$ cat config.mk
export PLATFORM = sky130hd
export DESIGN_NAME = control_sequencer_flat
export DESIGN_NICKNAME = d
export VERILOG_FILES = /design/src/rtl/control_sequencer_if.sv /design/src/rtl/control_sequencer.sv /design/src/flat_wrapper.sv
export SDC_FILE = /design/constraint.sdc
export NUM_CORES = 1
export LEC_CHECK = 0
export BUFFER_PORTS_ARGS = -buffer_cell sky130_fd_sc_hd__buf_2
export CAP_MARGIN = 20
export CORE_AREA = 2 2 39 41
export CTS_BUF_LIST = sky130_fd_sc_hd__clkbuf_4 sky130_fd_sc_hd__clkbuf_8 sky130_fd_sc_hd__clkbuf_16
export CTS_CLUSTER_DIAMETER = 60
export DETAILED_ROUTE_END_ITERATION = 7
export DIE_AREA = 0 0 41 43
export PLACE_DENSITY_LB_ADDON = 0.1
export SYNTH_ARGS = -nofsm -noshare
export SYNTH_HDL_FRONTEND = slang
export SYNTH_SLANG_ARGS = --single-unit
$ cat constraint.sdc
create_clock -name i_clk -period 2.2 [get_ports i_clk]
set_input_delay 0.11 -clock i_clk [delete_from_list [all_inputs] [get_ports i_clk]]
set_output_delay 0.11 -clock i_clk [all_outputs]
set_load 0.005 [all_outputs]
$ cat src/rtl/control_sequencer_if.sv
// control_sequencer_if: opcode/flag inputs and control strobe outputs of the microcode sequencer
interface control_sequencer_if #(parameter int OPCODE_WIDTH = 4);
  logic [OPCODE_WIDTH-1:0] i_opcode;
  logic i_flag_c;
  logic i_flag_z;
  logic [2:0] o_step;
  logic o_co, o_ce, o_j, o_mi, o_ro, o_ri, o_io, o_ii;
  logic o_ai, o_ao, o_bi, o_eo, o_su, o_fi, o_oi, o_hlt;
  modport master (
    input  i_opcode, i_flag_c, i_flag_z,
    output o_step, o_co, o_ce, o_j, o_mi, o_ro, o_ri, o_io, o_ii,
    output o_ai, o_ao, o_bi, o_eo, o_su, o_fi, o_oi, o_hlt
  );
  modport slave (
    output i_opcode, i_flag_c, i_flag_z,
    input  o_step, o_co, o_ce, o_j, o_mi, o_ro, o_ri, o_io, o_ii,
    input  o_ai, o_ao, o_bi, o_eo, o_su, o_fi, o_oi, o_hlt
  );
endinterface

$ cat src/rtl/control_sequencer.sv
// control_sequencer: five-step microcode sequencer decoding opcode and flags into datapath strobes
module control_sequencer #(
  parameter int OPCODE_WIDTH = 4
) (
  input  logic i_clk,
  input  logic i_clke,
  input  logic i_reset,
  control_sequencer_if.master bus
);
  typedef enum logic [2:0] {T0 = 3'd0, T1 = 3'd1, T2 = 3'd2, T3 = 3'd3, T4 = 3'd4} step_t;
  step_t step, step_nx;
  logic halted, halted_nx;
  logic op_lda, op_add, op_sub, op_sta, op_ldi, op_jmp, op_jc, op_jz, op_out, op_hlt;
  logic run, t0, t1, t2, t3, t4, alu;
  assign op_lda = bus.i_opcode == OPCODE_WIDTH'(1);
  assign op_add = bus.i_opcode == OPCODE_WIDTH'(2);
  assign op_sub = bus.i_opcode == OPCODE_WIDTH'(3);
  assign op_sta = bus.i_opcode == OPCODE_WIDTH'(4);
  assign op_ldi = bus.i_opcode == OPCODE_WIDTH'(5);
  assign op_jmp = bus.i_opcode == OPCODE_WIDTH'(6);
  assign op_jc  = bus.i_opcode == OPCODE_WIDTH'(7);
  assign op_jz  = bus.i_opcode == OPCODE_WIDTH'(8);
  assign op_out = bus.i_opcode == OPCODE_WIDTH'(14);
  assign op_hlt = bus.i_opcode == OPCODE_WIDTH'(15);
  assign alu = op_add | op_sub;
  // Strobes are gated off during reset and while halted so no datapath write can slip through
  assign run = !i_reset && !halted;
  assign t0 = run && step == T0;
  assign t1 = run && step == T1;
  assign t2 = run && step == T2;
  assign t3 = run && step == T3;
  assign t4 = run && step == T4;
  assign bus.o_step = step;
  assign bus.o_co = t0;
  assign bus.o_mi = t0 | (t2 & (op_lda | alu | op_sta));
  assign bus.o_ro = t1 | (t3 & (op_lda | alu));
  assign bus.o_ii = t1;
  assign bus.o_ce = t1;
  assign bus.o_io = t2 & (op_lda | alu | op_sta | op_ldi | op_jmp | op_jc | op_jz);
  assign bus.o_j  = t2 & (op_jmp | (op_jc & bus.i_flag_c) | (op_jz & bus.i_flag_z));
  assign bus.o_ai = (t2 & op_ldi) | (t3 & op_lda) | (t4 & alu);
  assign bus.o_ao = (t2 & op_out) | (t3 & op_sta);
  assign bus.o_bi = t3 & alu;
  assign bus.o_ri = t3 & op_sta;
  assign bus.o_eo = t4 & alu;
  assign bus.o_su = t4 & op_sub;
  assign bus.o_fi = t4 & alu;
  assign bus.o_oi = t2 & op_out;
  assign bus.o_hlt = !i_reset && (halted || (step == T2 && op_hlt));
  // Next step and halt: reset beats halt beats advance, and nothing moves without i_clke
  always_comb begin
    step_nx = !i_clke ? step
            : i_reset ? T0
            : halted ? step
            : (step == T2 && op_hlt) || step == T4 ? T0
            : step_t'(3'(step + 3'd1));
    halted_nx = !i_clke ? halted : i_reset ? 1'b0 : halted | (step == T2 && op_hlt);
  end
  // State register
  always_ff @(posedge i_clk) begin
    step <= step_nx;
    halted <= halted_nx;
  end
endmodule

$ cat src/flat_wrapper.sv
// flat-port wrapper written by rule: the top's interface ports become plain ports
module control_sequencer_flat 
#(
  parameter int OPCODE_WIDTH = 4
)
  (i_clk, i_clke, i_reset, bus_i_opcode, bus_i_flag_c, bus_i_flag_z, bus_o_step, bus_o_co, bus_o_ce, bus_o_j, bus_o_mi, bus_o_ro, bus_o_ri, bus_o_io, bus_o_ii, bus_o_ai, bus_o_ao, bus_o_bi, bus_o_eo, bus_o_su, bus_o_fi, bus_o_oi, bus_o_hlt);
  control_sequencer_if #(.OPCODE_WIDTH(OPCODE_WIDTH)) bus_i ();
  input  logic i_clk;
  input  logic i_clke;
  input  logic i_reset;
  input wire logic [$bits(bus_i.i_opcode)-1:0] bus_i_opcode;
  input wire logic [$bits(bus_i.i_flag_c)-1:0] bus_i_flag_c;
  input wire logic [$bits(bus_i.i_flag_z)-1:0] bus_i_flag_z;
  output wire logic [$bits(bus_i.o_step)-1:0] bus_o_step;
  output wire logic [$bits(bus_i.o_co)-1:0] bus_o_co;
  output wire logic [$bits(bus_i.o_ce)-1:0] bus_o_ce;
  output wire logic [$bits(bus_i.o_j)-1:0] bus_o_j;
  output wire logic [$bits(bus_i.o_mi)-1:0] bus_o_mi;
  output wire logic [$bits(bus_i.o_ro)-1:0] bus_o_ro;
  output wire logic [$bits(bus_i.o_ri)-1:0] bus_o_ri;
  output wire logic [$bits(bus_i.o_io)-1:0] bus_o_io;
  output wire logic [$bits(bus_i.o_ii)-1:0] bus_o_ii;
  output wire logic [$bits(bus_i.o_ai)-1:0] bus_o_ai;
  output wire logic [$bits(bus_i.o_ao)-1:0] bus_o_ao;
  output wire logic [$bits(bus_i.o_bi)-1:0] bus_o_bi;
  output wire logic [$bits(bus_i.o_eo)-1:0] bus_o_eo;
  output wire logic [$bits(bus_i.o_su)-1:0] bus_o_su;
  output wire logic [$bits(bus_i.o_fi)-1:0] bus_o_fi;
  output wire logic [$bits(bus_i.o_oi)-1:0] bus_o_oi;
  output wire logic [$bits(bus_i.o_hlt)-1:0] bus_o_hlt;
  assign bus_i.i_opcode = bus_i_opcode;
  assign bus_i.i_flag_c = bus_i_flag_c;
  assign bus_i.i_flag_z = bus_i_flag_z;
  assign bus_o_step = bus_i.o_step;
  assign bus_o_co = bus_i.o_co;
  assign bus_o_ce = bus_i.o_ce;
  assign bus_o_j = bus_i.o_j;
  assign bus_o_mi = bus_i.o_mi;
  assign bus_o_ro = bus_i.o_ro;
  assign bus_o_ri = bus_i.o_ri;
  assign bus_o_io = bus_i.o_io;
  assign bus_o_ii = bus_i.o_ii;
  assign bus_o_ai = bus_i.o_ai;
  assign bus_o_ao = bus_i.o_ao;
  assign bus_o_bi = bus_i.o_bi;
  assign bus_o_eo = bus_i.o_eo;
  assign bus_o_su = bus_i.o_su;
  assign bus_o_fi = bus_i.o_fi;
  assign bus_o_oi = bus_i.o_oi;
  assign bus_o_hlt = bus_i.o_hlt;
  control_sequencer #(.OPCODE_WIDTH(OPCODE_WIDTH)) u_core (.i_clk(i_clk), .i_clke(i_clke), .i_reset(i_reset), .bus(bus_i));
endmodule
==> metrics.log, run 1 <==
INFO  metric clock_tree.buffer_depth = 2
INFO  metric synthDominantAreaCellType = edfxtp_1
INFO  metric synth.distinct_cells = 30
INFO  metric tritoncts.num_buffers = 3
INFO  metric wl = 1.20 mm
INFO  metric cp.required = approximately 2.1 ns
INFO  metric crit_path_max_fanout = 4
INFO  metric cts_tree = done
INFO  metric timing_hold_violations_final = 0
INFO  metric clock_latency = about 0.23 ns
INFO  metric cts.clk_slew.worst_paths = 0.03 ns
INFO  metric fp.dieH = ~43 um
INFO  metric global_route_wire_length_before_repair = ~1.8 mm
INFO  metric antenna_found_initial = 0
INFO  metric fin_nets = approximately 110
INFO  metric detail_route.drc_violations = 0
INFO  metric core = approximately 1400 um2
INFO  metric synth.ff_latch_count = 4
INFO  metric layout-drive-gt1-share = a little under half
INFO  metric grt_setup_unrepaired = false
INFO  metric min_path_type = primary input to register
INFO  metric fp.dieArea = 1760 um2
INFO  metric post_synth_instance_area = 524 um2
INFO  metric clock_tree.htree_level_count = 1
INFO  metric async_flop_share = 0%
INFO  metric static-leakage-power = 0.359 nW
INFO  metric first_global_vias = between 400 and 500
INFO  metric final-max-slew-violation-count = 0
INFO  metric gp_routability_congestion = ~0.73
INFO  metric grt_remaining_overflow = 0
INFO  metric count_of_boundary_i_o_pins = 28
INFO  metric synth_enable_flop_cells = 4
INFO  metric via_count = ~550
INFO  metric drt-initial-drc-count = 2
INFO  metric drv_cap = 0
INFO  metric worst_pin_slew = just under 0.3 ns
INFO  metric cts.root.buffer_cell = clkbuf_4
INFO  metric startpoint_type = register
INFO  metric nFillCells = roughly 150
INFO  metric avg_cell_area_syn = approximately 7.9 um2
INFO  metric globalRouteTotalUtil = 15.5%
INFO  metric holdWs = 0.0942 ns
INFO  metric ant_nets = 0
INFO  metric n_antenna_cell = 0
INFO  metric synth.most_common_cell = nand2_1
INFO  metric p_per_area = between 300 and 400 nW/um2
INFO  metric ys_seq_area_share = a little under a quarter
INFO  metric cp-end-kind = output port
INFO  metric rows = 14
INFO  metric viasPerCell = about 5.0
INFO  metric start_util = a little under two fifths
INFO  metric layout-area-overhead-vs-synth = 37.0%
INFO  metric synth_common_cells = nand2_1 (7), ha_1 (5), inv_1 (5), nor2_1 (5)
INFO  metric outcome = complete, no violations
INFO  metric place.port_buffers = 27
INFO  metric fmaxAchievable = about 0.5 GHz
INFO  metric ys_top_cells_by_area = edfxtp_1 (23%), ha_1 (12%), nand2_1 (5.0%)
INFO  metric yosys_warnings = 0
INFO  metric grt_max_degree = 13
INFO  metric syn_nets = 80
INFO  metric cts.sink_count = 4
INFO  metric final.setup.tns = 0 ns
INFO  metric critPathArrivalTime = between 1.5 and 2 ns
INFO  metric drt-pass1-iter-count = 2
INFO  metric setup_viol_count_final = 0
INFO  metric relSlewSlack = approximately 80%
INFO  metric min_period = around 2 ns
INFO  metric wl_per_cell = roughly 11 um
INFO  metric place.detailed.hpwl = roughly 910 um
INFO  metric cell_count_after_synthesis = 66
INFO  metric die_w = approximately 41 um
INFO  metric timing.clock.skew = 0.000855 ns
INFO  metric yosys.area.top_type_share = between 20% and 30%
INFO  metric critPathKind = register to output port
INFO  metric peakVddDrop = between 0.2 and 0.3 mV
INFO  metric final.period_utilization = roughly 93%
INFO  metric yosys_most_used_dff = edfxtp_1
## where the power goes
part	total [mW]	internal [mW]	switching, mW	leakage (nW)
clock	0.0865	0.0607	0.0258	0.0138
sequential	0.0986	0.0920	0.00662	0.0402
combinational	0.0773	0.0356	0.0417	0.305
total	0.262	0.188	0.0741	0.359
## timing repair
action,4_1_cts,5_1_grt
setup endpoints to repair,0,1
buffers inserted,0,2
hold buffers,0,0
gates resized for setup,0,6
## metal layers
metal | track usage, % | vias to the layer above | share of wire (%)
met3 | 3.14 | 0 | 5.6
met2 | 23.1 | 15 | 50
met4 | 10.0 | 0 | 0
met1 | 19.0 | 245 | 44
li1 | - | 288 | -
met5 | 0 | - | 0
## through the flow
stage | power [mW] | util, % | setup slack [ns] | instances | area (um2)
5_1_grt | 0.287 | 51.9 | 0.0172 | 109 | 718
6_report | 0.262 | 51.9 | 0.147 | 109 | 718
3_5_place_dp | 0.171 | 47.4 | 0.257 | 104 | 656
4_1_cts | 0.262 | 49.0 | 0.00625 | 107 | 678
3_3_place_gp | 0.170 | 47.4 | 0.290 | 104 | 656
2_1_floorplan | 0.143 | - | 0.361 | 66 | 524
## cell type report
| class | count | area, um2 | share of cell area, % |
|---|---|---|---|
| well taps | 16 | 20.0 | 2.79 |
| inverters | 5 | 18.8 | 2.61 |
| multi-input cells | 51 | 379 | 52.8 |
| flip-flops and latches | 4 | 120 | 16.7 |
| repair buffers | 30 | 158 | 22.0 |
| clock buffers | 3 | 22.5 | 3.14 |
## cell usage in the layout (no fill, tap or decap), drive strengths merged
cell	instances
a211o	1
a21oi	4
and2	3
and3	1
and3b	1
buf	30
clkbuf	3
edfxtp	4
ha	5
inv	5
mux2	1
nand2	7
nand3	1
nand3b	1
nor2	5
nor3	4
nor4b	1
nor4bb	2
o21a	2
o21ai	2
o22ai	1
o31ai	1
or2	2
or3	1
or4	2
or4b	2
xor2	1
## cells by family (layout without fill, tap and decap cells)
family	count (synthesis)	after routing	share of synthesized area [%]
compound gates	11	11	12.9
mux	1	1	2.15
simple gates	33	33	38.9
flops	4	4	22.9
buf+inv	11	38	9.55
xor+xnor	1	1	1.67
fa+ha+maj	5	5	11.9
## path summary, 6_finish.rpt
check / from / end / cells past startpoint / slack, ns
max reg2reg: u_core.bus.o_step[0] / u_core.bus.o_step[1] / 6 / 0.68
min: i_clke / u_core.halted / 1 / 0.09
max: u_core.bus.o_step[0] / bus_o_ao / 7 / 0.15
min reg2reg: u_core.bus.o_step[0] / u_core.bus.o_step[0] / 2 / 0.69
## registers in the layout, summed over array words and instances (netlist names)
name,flops
u_core.bus.o_step,3
u_core.halted,1
## worst max-delay path, stage by stage, from the launching register on
cell      delay, ns
edfxtp_1       0.35
buf_4          0.13
ha_1           0.16
ha_1           0.17
or4b_4         0.49
o22ai_1        0.15
and3b_1        0.16
buf_2          0.10
(Power assumes the default switching activity.)
==> run 2, diff against run 1 <==
--- a/config.mk
+++ b/config.mk
@@ -12,6 +12,7 @@
 export CTS_CLUSTER_DIAMETER = 60
 export DETAILED_ROUTE_END_ITERATION = 7
 export DIE_AREA = 0 0 41 43
+export HOLD_SLACK_MARGIN = 0.12
 export PLACE_DENSITY_LB_ADDON = 0.1
 export SYNTH_ARGS = -nofsm -noshare
 export SYNTH_HDL_FRONTEND = slang
==> metrics.log, run 2 (same netlist as run 1, synthesis figures left out) <==
INFO  metric layout-area-overhead-vs-synth = 38.9%
INFO  metric seq_power_share = 37.4%
INFO  metric n_antenna_cell = 0
INFO  metric rows = 14
INFO  metric global_route_wire_length_before_repair = about 1.9 mm
INFO  metric place.port_buffers = 27
INFO  metric cts.sink_count = 4
INFO  metric wl = roughly 1.2 mm
INFO  metric combPwrFrac = 29.8%
INFO  metric sw_frac_of_total = 28.2%
INFO  metric layout_commonest_cell = buf_2
INFO  metric critPathKind = register to output port
INFO  metric cts_tree = done
INFO  metric timing_hold_violations_final = 0
INFO  metric critPathArrivalTime = 1.94 ns
INFO  metric fmaxAchievable = between 0.4 and 0.5 GHz
INFO  metric final.setup.tns = 0 ns
INFO  metric static-leakage-power = 0.363 nW
INFO  metric outcome = complete, no violations
INFO  metric core = between 1000 and 1500 um2
INFO  metric timing.reg2reg.worst_path_depth = 6
INFO  metric relSlewSlack = roughly 80%
INFO  metric cp.required = ~2.1 ns
INFO  metric layout-drive-gt1-share = 44.7%
INFO  metric min_period = between 2 and 2.5 ns
INFO  metric cts.clk_slew.worst_paths = about 0.030 ns
INFO  metric grt_remaining_overflow = 0
INFO  metric grt_setup_unrepaired = false
INFO  metric timing.clock.skew = just under 0.0007 ns
INFO  metric drv_cap = 0
INFO  metric internal-power = 0.189 mW
INFO  metric die_w = slightly above 40 um
INFO  metric ant_nets = 0
INFO  metric netSwitchingPower = 0.0745 mW
INFO  metric start_util = a little under two fifths
INFO  metric gp_routability_congestion = between 0.7 and 0.8
INFO  metric first_global_vias = 462
INFO  metric antenna_found_initial = 0
INFO  metric layout_common_cells = buf_2 (27), nand2_1 (7), nor2_1 (5)
INFO  metric viasPerCell = 5.02
INFO  metric globalRouteTotalUtil = ~16%
INFO  metric clock_tree.htree_level_count = 1
INFO  metric cp-end-kind = output port
INFO  metric setup_viol_count_final = 0
INFO  metric drt-pass1-iter-count = 2
INFO  metric drt-initial-drc-count = 2
INFO  metric wl_per_cell = between 10 and 15 um
INFO  metric power.clock.fraction = between 30% and 40%
INFO  metric p_per_area = around 360 nW/um2
INFO  metric tritoncts.num_buffers = 3
INFO  metric clock_tree.buffer_depth = 2
INFO  metric count_of_boundary_i_o_pins = 28
INFO  metric via_count = 552
INFO  metric final-max-slew-violation-count = 0
INFO  metric fp.dieH = 43 um
INFO  metric cts.root.buffer_cell = clkbuf_4
INFO  metric nFillCells = 146
INFO  metric fp.dieArea = around 1800 um2
INFO  metric fin_nets = 110
INFO  metric worst_pin_slew = 0.294 ns
INFO  metric final.period_utilization = between 90% and 100%
INFO  metric peakVddDrop = between 0.2 and 0.3 mV
INFO  metric largest_register_ffs = 3
INFO  metric crit_path_max_fanout = 4
INFO  metric grt_max_degree = 13
INFO  metric min_path_type = primary input to register
INFO  metric startpoint_type = register
INFO  metric detail_route.drc_violations = 0
INFO  metric hold-path-cell-count = 2
INFO  metric clock_latency = about 0.23 ns
INFO  metric place.detailed.hpwl = ~910 um
INFO  metric holdWs = roughly 0.27 ns
==> run 2: changes by cell type in the layout (fill, tap and decap cells not counted) <==
cell and delta:
dlygate4sd3_1 +1
==> run 2: final timing paths <==
check                       startpoint                   end  slack [ns]
hold reg to reg   u_core.bus.o_step[0]  u_core.bus.o_step[0]        0.69
hold / removal                 i_reset         u_core.halted        0.27
setup reg to reg  u_core.bus.o_step[0]  u_core.bus.o_step[1]        0.68
setup / recovery  u_core.bus.o_step[0]              bus_o_ao        0.15
==> run 2: cell type report <==
class / instances / area (um2) / share of cell area (%)
Tap cell: 16 / 20.0 / 2.75
Sequential cell: 4 / 120 / 16.5
Clock buffer: 3 / 22.5 / 3.09
Inverter: 5 / 18.8 / 2.58
Timing Repair Buffer: 31 / 168 / 23.0
Multi-Input combinational cell: 51 / 379 / 52.1
==> run 2: critical path: stages, from the launching register on <==
cell and delay, ns:
edfxtp_1 0.35, buf_4 0.13, ha_1 0.16, ha_1 0.17, or4b_4 0.49, o22ai_1 0.15
and3b_1 0.16, buf_2 0.10
==> run 2: power by group through the flow <==
stage / clock network, mW / logic, mW / registers [mW]
after floorplan: 0 / 0.0440 / 0.0990
after global placement: 0 / 0.0716 / 0.0982
after detailed placement: 0 / 0.0723 / 0.0985
after CTS: 0.0912 / 0.0742 / 0.0974
after global routing: 0.0991 / 0.0892 / 0.0999
final: 0.0867 / 0.0787 / 0.0986
==> run 2: routing by layer <==
| metal | track usage, % | wire length, um | up-vias |
|---|---|---|---|
| met1 | 19.0 | 535 | 247 |
| met2 | 23.8 | 609 | 15 |
| met3 | 3.14 | 67 | 0 |
| li1 | - | - | 290 |
| met4 | 10.0 | 0 | 0 |
| met5 | 0 | 0 | - |
==> run 2: repair_timing <==
action / 4_1_cts / 5_1_grt
resized for setup: 0 / 6
setup buffers: 0 / 2
endpoints found under the hold margin: 1 / 0
hold buffers: 1 / 0
endpoints found under the setup margin: 0 / 1
==> run 2: stage by stage <==
| stage | area [um2] | util, % | power, mW | std cells | worst slack [ns] |
|---|---|---|---|---|---|
| CTS | 688 | 49.7 | 0.263 | 108 | 0.00625 |
| floorplan | 524 | - | 0.143 | 66 | 0.361 |
| global placement | 656 | 47.4 | 0.170 | 104 | 0.290 |
| detailed placement | 656 | 47.4 | 0.171 | 104 | 0.257 |
| finish | 728 | 52.6 | 0.264 | 110 | 0.147 |
| global route | 728 | 52.6 | 0.288 | 110 | 0.0172 |
==> run 3, diff against run 2 <==
==> constraint.sdc (replaced) <==
create_clock -name i_clk -period 2.2 [get_ports i_clk]
set_input_delay 0.11 -clock i_clk [delete_from_list [all_inputs] [get_ports i_clk]]
set_output_delay 0.11 -clock i_clk [all_outputs]
set_load 0.1 [all_outputs]
==> metrics.log, run 3 (same netlist as run 1, synthesis figures left out) <==
INFO  metric outcome = complete, but fails checks
INFO  metric failing_checks = setup timing
INFO  metric wl_per_cell = roughly 12 um
INFO  metric clock_tree.htree_level_count = 1
INFO  metric seq_area = roughly 120 um2
INFO  metric grt_remaining_overflow = 0
INFO  metric viasPerCell = ~5.2
INFO  metric n_antenna_cell = 0
INFO  metric gr-usage-met3 = 3.14%
INFO  metric critPathArrivalTime = around 2.1 ns
INFO  metric startpoint_type = register
INFO  metric largest_register_ffs = 3
INFO  metric fmaxAchievable = 0.447 GHz
INFO  metric final.setup.tns = -0.0410 ns
INFO  metric layout-area-overhead-vs-synth = 92.6%
INFO  metric layout-drive-gt1-share = between 60% and 70%
INFO  metric grt_max_degree = 13
INFO  metric clock_latency = 0.23 ns
INFO  metric min_period = between 2 and 2.5 ns
INFO  metric rows = 14
INFO  metric static-leakage-power = about 0.42 nW
INFO  metric final-max-slew-violation-count = 0
INFO  metric netSwitchingPower = around 0.16 mW
INFO  metric layout_commonest_cell = buf_2
INFO  metric detail_route.drc_violations = 0
INFO  metric critPathKind = register to output port
INFO  metric setup_slack = -0.0396 ns
INFO  metric fp.dieH = around 43 um
INFO  metric worst-r2r-setup-slack = between 0.6 and 0.7 ns
INFO  metric wl = between 1 and 1.5 mm
INFO  metric power.clock.fraction = between 20% and 30%
INFO  metric via_count = roughly 580
INFO  metric cts.sink_count = 4
INFO  metric core = 1380 um2
INFO  metric use_met2 = about a third
INFO  metric clock_tree.buffer_depth = 2
INFO  metric timing.reg2reg.worst_path_depth = 5
INFO  metric place.port_buffers = 27
INFO  metric sw_frac_of_total = about 44%
INFO  metric worst_pin_slew = 0.486 ns
INFO  metric hold-path-cell-count = 2
INFO  metric layout_common_cells = buf_2 (19), buf_12 (8), nand2_1 (6), buf_4 (5)
INFO  metric antenna_found_initial = 0
INFO  metric start_util = between 30% and 40%
INFO  metric multiInputGateArea = around 510 um2
INFO  metric tritoncts.num_buffers = 3
INFO  metric final.period_utilization = 102%
INFO  metric timing.clock.skew = about 0.0014 ns
INFO  metric grt_setup_unrepaired = true
INFO  metric place.detailed.hpwl = approximately 1000 um
INFO  metric drv_cap = 0
INFO  metric crit_path_max_fanout = 4
INFO  metric cts_tree = done
INFO  metric peakVddDrop = between 0.3 and 0.4 mV
INFO  metric cts.clk_slew.worst_paths = about 0.040 ns
INFO  metric drt-pass1-iter-count = 4
INFO  metric cts.root.buffer_cell = clkbuf_4
INFO  metric grt.busiest_layer = met2
INFO  metric grt.met1_usage = 21.3%
INFO  metric global_route_wire_length_before_repair = 2.28 mm
INFO  metric setup_viol_count_final = 2
INFO  metric timing_hold_violations_final = 0
INFO  metric globalRouteTotalUtil = 18.5%
INFO  metric ant_nets = 0
INFO  metric relSlewSlack = 67.8%
INFO  metric cp.required = about 2.1 ns
INFO  metric drt-initial-drc-count = 4
INFO  metric p_per_area = around 360 nW/um2
INFO  metric fp.dieArea = 1760 um2
INFO  metric count_of_boundary_i_o_pins = 28
INFO  metric cp-end-kind = output port
INFO  metric fin_nets = ~110
INFO  metric nFillCells = between 100 and 150
INFO  metric internal-power = around 0.21 mW
INFO  metric holdWs = roughly 0.27 ns
INFO  metric min_path_type = primary input to register
INFO  metric gp_routability_congestion = ~0.73
INFO  metric combPwrFrac = between 40 and 50%
INFO  metric first_global_vias = between 500 and 600
INFO  metric die_w = between 40 and 50 um
INFO  metric seq_power_share = a little over a quarter
==> run 3: worst max-delay path: stages (launching register included) <==
cell and delay (ns):
edfxtp_1 0.45, inv_2 0.12, ha_4 0.14, or4b_4 0.46, or4_4 0.44, o31ai_4 0.08, buf_12 0.21
==> run 3: final cells by class <==
cell class	count	share of cell area (%)
flip-flops and latches	4	11.9
multi-input cells	51	50.9
inverters	5	1.86
repair buffers	34	31.1
well taps	16	1.98
clock buffers	3	2.23
==> run 3: timing repair <==
action | CTS | global route
pin swaps | 3 | 0
endpoints found under the hold margin | 1 | 0
gates resized for setup | 11 | 1
buffers inserted | 3 | 0
hold buffers | 1 | 0
setup endpoints to repair | 3 | 3
==> run 3: stage by stage <==
stage	total power [mW]	area (um2)	worst slack (ns)	util [%]	instances
after detailed placement	0.262	895	0.0722	64.6	106
after CTS	0.366	1000	-0.0378	72.6	113
after global placement	0.261	895	0.117	64.6	106
after global routing	0.388	1010	-0.103	73.0	113
after floorplan	0.226	628	-0.902	-	66
final	0.365	1010	-0.0396	73.0	113
==> run 3: metal layers <==
metal | share of wire [%] | routed length [um]
met2 | 52 | 714
met1 | 44 | 603
met4 | 0 | 0
met3 | 3.7 | 50
met5 | 0 | 0
==> run 3: power groups by stage <==
stage          registers, mW  clock network (mW)  logic [mW]
2_1_floorplan          0.130                   0      0.0962
3_3_place_gp          0.0978                   0       0.163
3_5_place_dp          0.0982                   0       0.164
4_1_cts               0.0988              0.0913       0.176
5_1_grt                0.100               0.100       0.188
6_report              0.0991              0.0883       0.177
==> run 3: final timing paths <==
| check | from | end |
|---|---|---|
| worst max-delay path | u_core.bus.o_step[0] | bus_o_ai |
| worst min-delay path | i_reset | u_core.halted |
| worst min register to register | u_core.bus.o_step[0] | u_core.bus.o_step[0] |
| worst max register to register | u_core.bus.o_step[0] | u_core.bus.o_step[1] |
